## src/rtl/max_pool_stream_if.sv

```systemverilog
// max_pool_stream_if: handshake bundle for max_pool_stream.
//   Y/in_valid/in_ready   : whole-map input handshake (Y is R_Y*C_Y signed elements, row-major)
//   out_*                 : pooled result handshake, one element per window, out_last on final window
//   busy                  : block is not idle
// Modports: slave = the pooling block, master = the side feeding maps and taking results.
interface max_pool_stream_if #(
    parameter int In_d_W = 32,
    parameter int R_Y    = 3,
    parameter int C_Y    = 3,
    parameter int K      = 2,
    parameter int S      = 1
);
    localparam int R_O  = (R_Y - K) / S + 1;
    localparam int C_O  = (C_Y - K) / S + 1;
    localparam int RowW = $clog2(R_O + 1);
    localparam int ColW = $clog2(C_O + 1);

    logic [In_d_W*R_Y*C_Y-1:0] Y;
    logic                      in_valid;
    logic                      in_ready;
    logic [In_d_W-1:0]         out_data;
    logic [RowW-1:0]           out_row;
    logic [ColW-1:0]           out_col;
    logic                      out_valid;
    logic                      out_ready;
    logic                      out_last;
    logic                      busy;

    modport slave (
        input  Y, in_valid, out_ready,
        output in_ready, out_data, out_row, out_col, out_valid, out_last, busy
    );

    modport master (
        output Y, in_valid, out_ready,
        input  in_ready, out_data, out_row, out_col, out_valid, out_last, busy
    );
endinterface

```

## src/rtl/max_pool_stream.sv

```systemverilog
// max_pool_stream: streaming KxK / stride-S max pooling over a captured R_Y x C_Y signed map.
// A map is captured whole in IDLE, then each output window is scanned one element per enabled
// edge (SCAN) and presented on the result handshake (EMIT) until the last window is taken.
// Ports:
//   clk     : rising-edge clock
//   rst     : synchronous active-high reset (overrides clk_en)
//   clk_en  : global advance enable; 0 freezes all state
//   bus_io  : max_pool_stream_if.slave (map input, result output, busy)
// Optional feature: define POOL_RELU_EN to clamp negative elements to 0 before comparing.
module max_pool_stream #(
    parameter int In_d_W = 32,
    parameter int R_Y    = 3,
    parameter int C_Y    = 3,
    parameter int K      = 2,
    parameter int S      = 1
) (
    input logic              clk,
    input logic              rst,
    input logic              clk_en,
    max_pool_stream_if.slave bus_io
);
    localparam int R_O   = (R_Y - K) / S + 1;
    localparam int C_O   = (C_Y - K) / S + 1;
    localparam int RowW  = $clog2(R_O + 1);
    localparam int ColW  = $clog2(C_O + 1);
    localparam int KW    = $clog2(K + 1);
    localparam int NumEl = R_Y * C_Y;
    localparam int IdxW  = (NumEl > 1) ? $clog2(NumEl) : 1;

    typedef enum logic [1:0] {StIdle, StScan, StEmit} state_e;

    state_e                   state_q, state_d;
    logic signed [In_d_W-1:0] map_q [NumEl];
    logic signed [In_d_W-1:0] map_d [NumEl];
    logic [RowW-1:0]          wr_q, wr_d;
    logic [ColW-1:0]          wc_q, wc_d;
    logic [KW-1:0]            ki_q, ki_d;
    logic [KW-1:0]            kj_q, kj_d;
    logic signed [In_d_W-1:0] max_q, max_d;

    logic [IdxW-1:0]          idx;
    logic signed [In_d_W-1:0] elem;
    logic                     last_win;

    assign last_win = (wr_q == RowW'(R_O - 1)) && (wc_q == ColW'(C_O - 1));

    always_comb begin
        state_d = state_q;
        map_d   = map_q;
        wr_d    = wr_q;
        wc_d    = wc_q;
        ki_d    = ki_q;
        kj_d    = kj_q;
        max_d   = max_q;

        // Map element under the scan cursor: window origin (wr*S, wc*S) plus offset (ki, kj).
        idx  = IdxW'((int'(wr_q) * S + int'(ki_q)) * C_Y + int'(wc_q) * S + int'(kj_q));
        elem = map_q[idx];
`ifdef POOL_RELU_EN
        if (elem[In_d_W-1]) begin
            elem = '0;
        end
`endif

        case (state_q)
            StIdle: begin
                if (bus_io.in_valid) begin
                    for (int i = 0; i < NumEl; i++) begin
                        map_d[i] = bus_io.Y[i*In_d_W +: In_d_W];
                    end
                    wr_d    = '0;
                    wc_d    = '0;
                    ki_d    = '0;
                    kj_d    = '0;
                    state_d = StScan;
                end
            end
            StScan: begin
                if (ki_q == '0 && kj_q == '0) begin
                    max_d = elem;
                end else if (elem > max_q) begin
                    max_d = elem;
                end
                if (kj_q == KW'(K - 1)) begin
                    kj_d = '0;
                    if (ki_q == KW'(K - 1)) begin
                        ki_d    = '0;
                        state_d = StEmit;
                    end else begin
                        ki_d = ki_q + 1'b1;
                    end
                end else begin
                    kj_d = kj_q + 1'b1;
                end
            end
            StEmit: begin
                if (bus_io.out_ready) begin
                    if (last_win) begin
                        wr_d    = '0;
                        wc_d    = '0;
                        state_d = StIdle;
                    end else begin
                        state_d = StScan;
                        if (wc_q == ColW'(C_O - 1)) begin
                            wc_d = '0;
                            wr_d = wr_q + 1'b1;
                        end else begin
                            wc_d = wc_q + 1'b1;
                        end
                    end
                end
            end
            default: state_d = StIdle;
        endcase
    end

    always_ff @(posedge clk) begin
        if (rst) begin
            state_q <= StIdle;
            wr_q    <= '0;
            wc_q    <= '0;
            ki_q    <= '0;
            kj_q    <= '0;
            max_q   <= '0;
            for (int i = 0; i < NumEl; i++) begin
                map_q[i] <= '0;
            end
        end else if (clk_en) begin
            state_q <= state_d;
            wr_q    <= wr_d;
            wc_q    <= wc_d;
            ki_q    <= ki_d;
            kj_q    <= kj_d;
            max_q   <= max_d;
            map_q   <= map_d;
        end
    end

    assign bus_io.in_ready  = (state_q == StIdle);
    assign bus_io.busy      = (state_q != StIdle);
    assign bus_io.out_valid = (state_q == StEmit);
    assign bus_io.out_last  = (state_q == StEmit) && last_win;
    assign bus_io.out_data  = max_q;
    assign bus_io.out_row   = wr_q;
    assign bus_io.out_col   = wc_q;
endmodule

```

## src/flat_wrapper.sv

```systemverilog
// flat-port wrapper written by rule: the top's interface ports become plain ports
module max_pool_stream_flat 
#(
    parameter int In_d_W = 32,
    parameter int R_Y    = 3,
    parameter int C_Y    = 3,
    parameter int K      = 2,
    parameter int S      = 1
)
  (clk, rst, clk_en, bus_io_Y, bus_io_in_valid, bus_io_out_ready, bus_io_in_ready, bus_io_out_data, bus_io_out_row, bus_io_out_col, bus_io_out_valid, bus_io_out_last, bus_io_busy);
  max_pool_stream_if #(.In_d_W(In_d_W), .R_Y(R_Y), .C_Y(C_Y), .K(K), .S(S)) bus_io_i ();
  input logic clk;
  input logic rst;
  input logic clk_en;
  input wire logic [$bits(bus_io_i.Y)-1:0] bus_io_Y;
  input wire logic [$bits(bus_io_i.in_valid)-1:0] bus_io_in_valid;
  input wire logic [$bits(bus_io_i.out_ready)-1:0] bus_io_out_ready;
  output wire logic [$bits(bus_io_i.in_ready)-1:0] bus_io_in_ready;
  output wire logic [$bits(bus_io_i.out_data)-1:0] bus_io_out_data;
  output wire logic [$bits(bus_io_i.out_row)-1:0] bus_io_out_row;
  output wire logic [$bits(bus_io_i.out_col)-1:0] bus_io_out_col;
  output wire logic [$bits(bus_io_i.out_valid)-1:0] bus_io_out_valid;
  output wire logic [$bits(bus_io_i.out_last)-1:0] bus_io_out_last;
  output wire logic [$bits(bus_io_i.busy)-1:0] bus_io_busy;
  assign bus_io_i.Y = bus_io_Y;
  assign bus_io_i.in_valid = bus_io_in_valid;
  assign bus_io_i.out_ready = bus_io_out_ready;
  assign bus_io_in_ready = bus_io_i.in_ready;
  assign bus_io_out_data = bus_io_i.out_data;
  assign bus_io_out_row = bus_io_i.out_row;
  assign bus_io_out_col = bus_io_i.out_col;
  assign bus_io_out_valid = bus_io_i.out_valid;
  assign bus_io_out_last = bus_io_i.out_last;
  assign bus_io_busy = bus_io_i.busy;
  max_pool_stream #(.In_d_W(In_d_W), .R_Y(R_Y), .C_Y(C_Y), .K(K), .S(S)) u_core (.clk(clk), .rst(rst), .clk_en(clk_en), .bus_io(bus_io_i));
endmodule
```

## config.mk

```make
export PLATFORM = sky130hd
export DESIGN_NAME = max_pool_stream_flat
export DESIGN_NICKNAME = d
export VERILOG_FILES = /design/src/rtl/max_pool_stream_if.sv /design/src/rtl/max_pool_stream.sv /design/src/flat_wrapper.sv
export SDC_FILE = /design/constraint.sdc
export NUM_CORES = 1
export LEC_CHECK = 0
export ABC_CLOCK_PERIOD_IN_PS = 6300
export CORE_MARGIN = 2
export CORE_UTILIZATION = 51
export CTS_CLUSTER_SIZE = 12
export DETAILED_ROUTE_END_ITERATION = 6
export MAX_ROUTING_LAYER = met4
export PLACE_DENSITY = 0.81
export SLEW_MARGIN = 5
export SYNTH_ARGS = -nofsm -noshare
export SYNTH_HDL_FRONTEND = slang
export SYNTH_SLANG_ARGS = --single-unit
```

## constraint.sdc

```tcl
create_clock -name clk -period 6.3 [get_ports clk]
set_input_delay 1.26 -clock clk [delete_from_list [all_inputs] [get_ports clk]]
set_output_delay 1.26 -clock clk [all_outputs]
set_load 0.01 [all_outputs]
```

==> metrics <==
Slowest-stage cell, CP=fa_4; WL final=46000 um; CTS Sinks=330; pwr dens=255 nW/um2; CP Buf/Inv Count=6; vias=13701; family with the most delay on the worst path=adder cells; peak supply drop=0.172 mV; EDFF count, synth=0; GRT Util Overall=30.8%; Crit. path cell count=22; CP cell instances=ha_1, inv_1, fa_1, inv_1, ha_1, ha_1, inv_1, fa_4, clkbuf_4, buf_4, mux4_2, mux2i_1, o21ai_0, ha_1, nand2_1, nor4b_1, a31oi_1, nor3b_1, a31o_2, or2_1, buf_4, a31o_2; Inserted Clock Buffers=36; Rows=62; r2r endpoint=u_core.bus_io.out_data[23]$_SDFFE_PP0P_; clk root buf=clkbuf_16; Syn Area/Cell=8.36 um2; first-pass GRT wire length=71400 um; initial core utilization=51.4%; Async SR Flop Fraction=0%; worst hold slack=0.453 ns; Via density=5.65; critical path class=reg -> reg; DR iter-0 viols=1417; Yosys Warn Count=0; skew final=0.0166 ns; Detail Route Antenna Nets=0; GP Congestion=0.908; Hold EP=u_core.map_q[127]$_SDFFE_PP0P_; crit path capture type=register; unrepaired setup endpoints after global routing=no; Post-Syn Area=14600 um2; layout cells sized above 1=8.15%; Slew Limit Headroom=20.7%; final slew viol count=0; CTS tree=built; Lkg Pwr=7.29 nW; Hold Path Origin=u_core.map_q[127]$_SDFFE_PP0P_; post-layout net count=2352; Clk Latency, worst-skew pair=0.51 ns; FF-to-FF setup slack=0.24 ns; core area=28500 um2; final hold vios=0; Final period util=96.2%; Avg WL per Cell=19.0 um; Final min period=6.06 ns; final setup violation count=0; main flop type after synthesis=dfxtp_1; port buffer count=332; number of global-route vias before repair=13407; Layout area overhead=32.7%; reg-to-reg startpoint=u_core.ki_q[0]$_SDFFE_PP0P_; deepest clock path buffer count=3; CP most frequent cell=ha_1; antenna violations before repair=3; height of the die=173 um; Worst EP required=6.69 ns; Hold WC Path Type=reg -> reg; GRT overflow=0; fmax=165 MHz; CP startpoint=u_core.ki_q[0]$_SDFFE_PP0P_; Hold Buf Count CTS=0; setup_tns=0 ns; sequential fraction of the synthesis area=45.1%; drt first pass iters=5; run status=complete, no violations; DRC=0; synthesis-stage register bit count=330; crit path DAT=6.45 ns; Worst-path clk slew=0.06 ns; detailed placement HPWL=32800 um; synthesized instance count=1752; Slew @ Worst Pin=1.18 ns; CTS H-Tree Depth=2; most frequent cells in the layout=nand2_1 (619), clkdlybuf4s50_1 (331), dfxtp_1 (329), a21oi_1 (307), mux4_2 (64); CP peak stage delay=0.88 ns; MaxCap Viol Count=0; CP startpoint kind=register; Distinct cells, synth=43; syn_nets=2088; Die Area=30100 um2; R2R cell count=22; largest net degree at the start of global routing=186; crit-path max FO=20; hold path cells=2; chip width=173 um; # IOs=333; commonest non-fill, non-tap cell in the layout=nand2_1
## what timing repair did
item,CTS,global route
gates resized for setup,0,5
buffers inserted,0,3
endpoints found under the setup margin,0,32
## through the flow
stage	cell area (um2)	total power, W	cells	worst slack [ns]	util (%)
3_5_place_dp	18200	0.00295	2359	0.0428	64.1
2_1_floorplan	14600	0.00262	1752	0.569	-
4_1_cts	19400	0.00497	2419	0.0164	68.1
6_report	19400	0.00496	2425	0.242	68.2
5_1_grt	19400	0.00514	2425	0.00822	68.2
3_3_place_gp	18200	0.00293	2359	0.166	64.1
## kinds of logic after synthesis
kind of cell	share of synthesized area (%)
xor+xnor	0.180
buf+inv	4.99
simple gates	19.1
compound gates	14.4
flops	45.1
fa+ha+maj	3.88
mux	12.3
## final cells by class
class,instances,area (um2)
diodes,3,7.51
multi-input cells,1237,7370
repair buffers,362,3630
clock buffers,52,1030
fillers,2217,9050
flip-flops and latches,330,6610
inverters,49,184
well taps,384,480
clock inverters,8,104
## Yosys cell counts (all sizes together), types with 2 or more instances
master / instances / area, um2
clkbuf: 120 / 450
fa: 4 / 80.1
and4: 3 / 26.3
a221oi: 3 / 26.3
buf: 16 / 96.3
or2: 2 / 12.5
inv: 48 / 180
or3: 2 / 12.5
nand3: 4 / 20.0
nor4: 34 / 213
ha: 39 / 488
and3: 5 / 31.3
dfxtp: 330 / 6610
nand2: 619 / 2320
mux2i: 36 / 360
a31o: 32 / 280
nor3: 4 / 20.0
xor2: 2 / 17.5
nor2: 14 / 52.6
mux4: 64 / 1440
nand4: 5 / 31.3
a21oi: 307 / 1540
nand2b: 4 / 25.0
o21ai: 41 / 205
## per-layer routing
metal	vias up	track usage, %	routed length (um)
met5	-	-	0
met4	0	15.4	2310
met3	135	4.87	3040
met2	573	50.0	22300
met1	6502	37.5	18300
li1	6491	-	-
## state kept, by name, indices dropped and copies added (netlist names)
register                cells
u_core.bus_io.out_col       2
u_core.bus_io.out_data     32
u_core.bus_io.out_row       2
u_core.ki_q                 2
u_core.kj_q                 2
u_core.map_q              288
u_core.state_q              2
## worst max path at each step
stage                                         endpoint
2_1_floorplan  u_core.bus_io.out_data[22]$_SDFFE_PP0P_
3_3_place_gp    u_core.bus_io.out_data[1]$_SDFFE_PP0P_
3_5_place_dp   u_core.bus_io.out_data[24]$_SDFFE_PP0P_
4_1_cts        u_core.bus_io.out_data[24]$_SDFFE_PP0P_
5_1_grt        u_core.bus_io.out_data[27]$_SDFFE_PP0P_
6_report       u_core.bus_io.out_data[23]$_SDFFE_PP0P_
## power breakdown
group	switching (W)	internal, W
logic	0.000338	0.000345
clock network	0.000820	0.00122
registers	0.0000539	0.00218
## worst min-delay path, stage by stage, from the launching register on
cell and delay, ns:
dfxtp_1 0.30, nand2_1 0.05, a21oi_1 0.05
(Power assumes the default switching activity.)
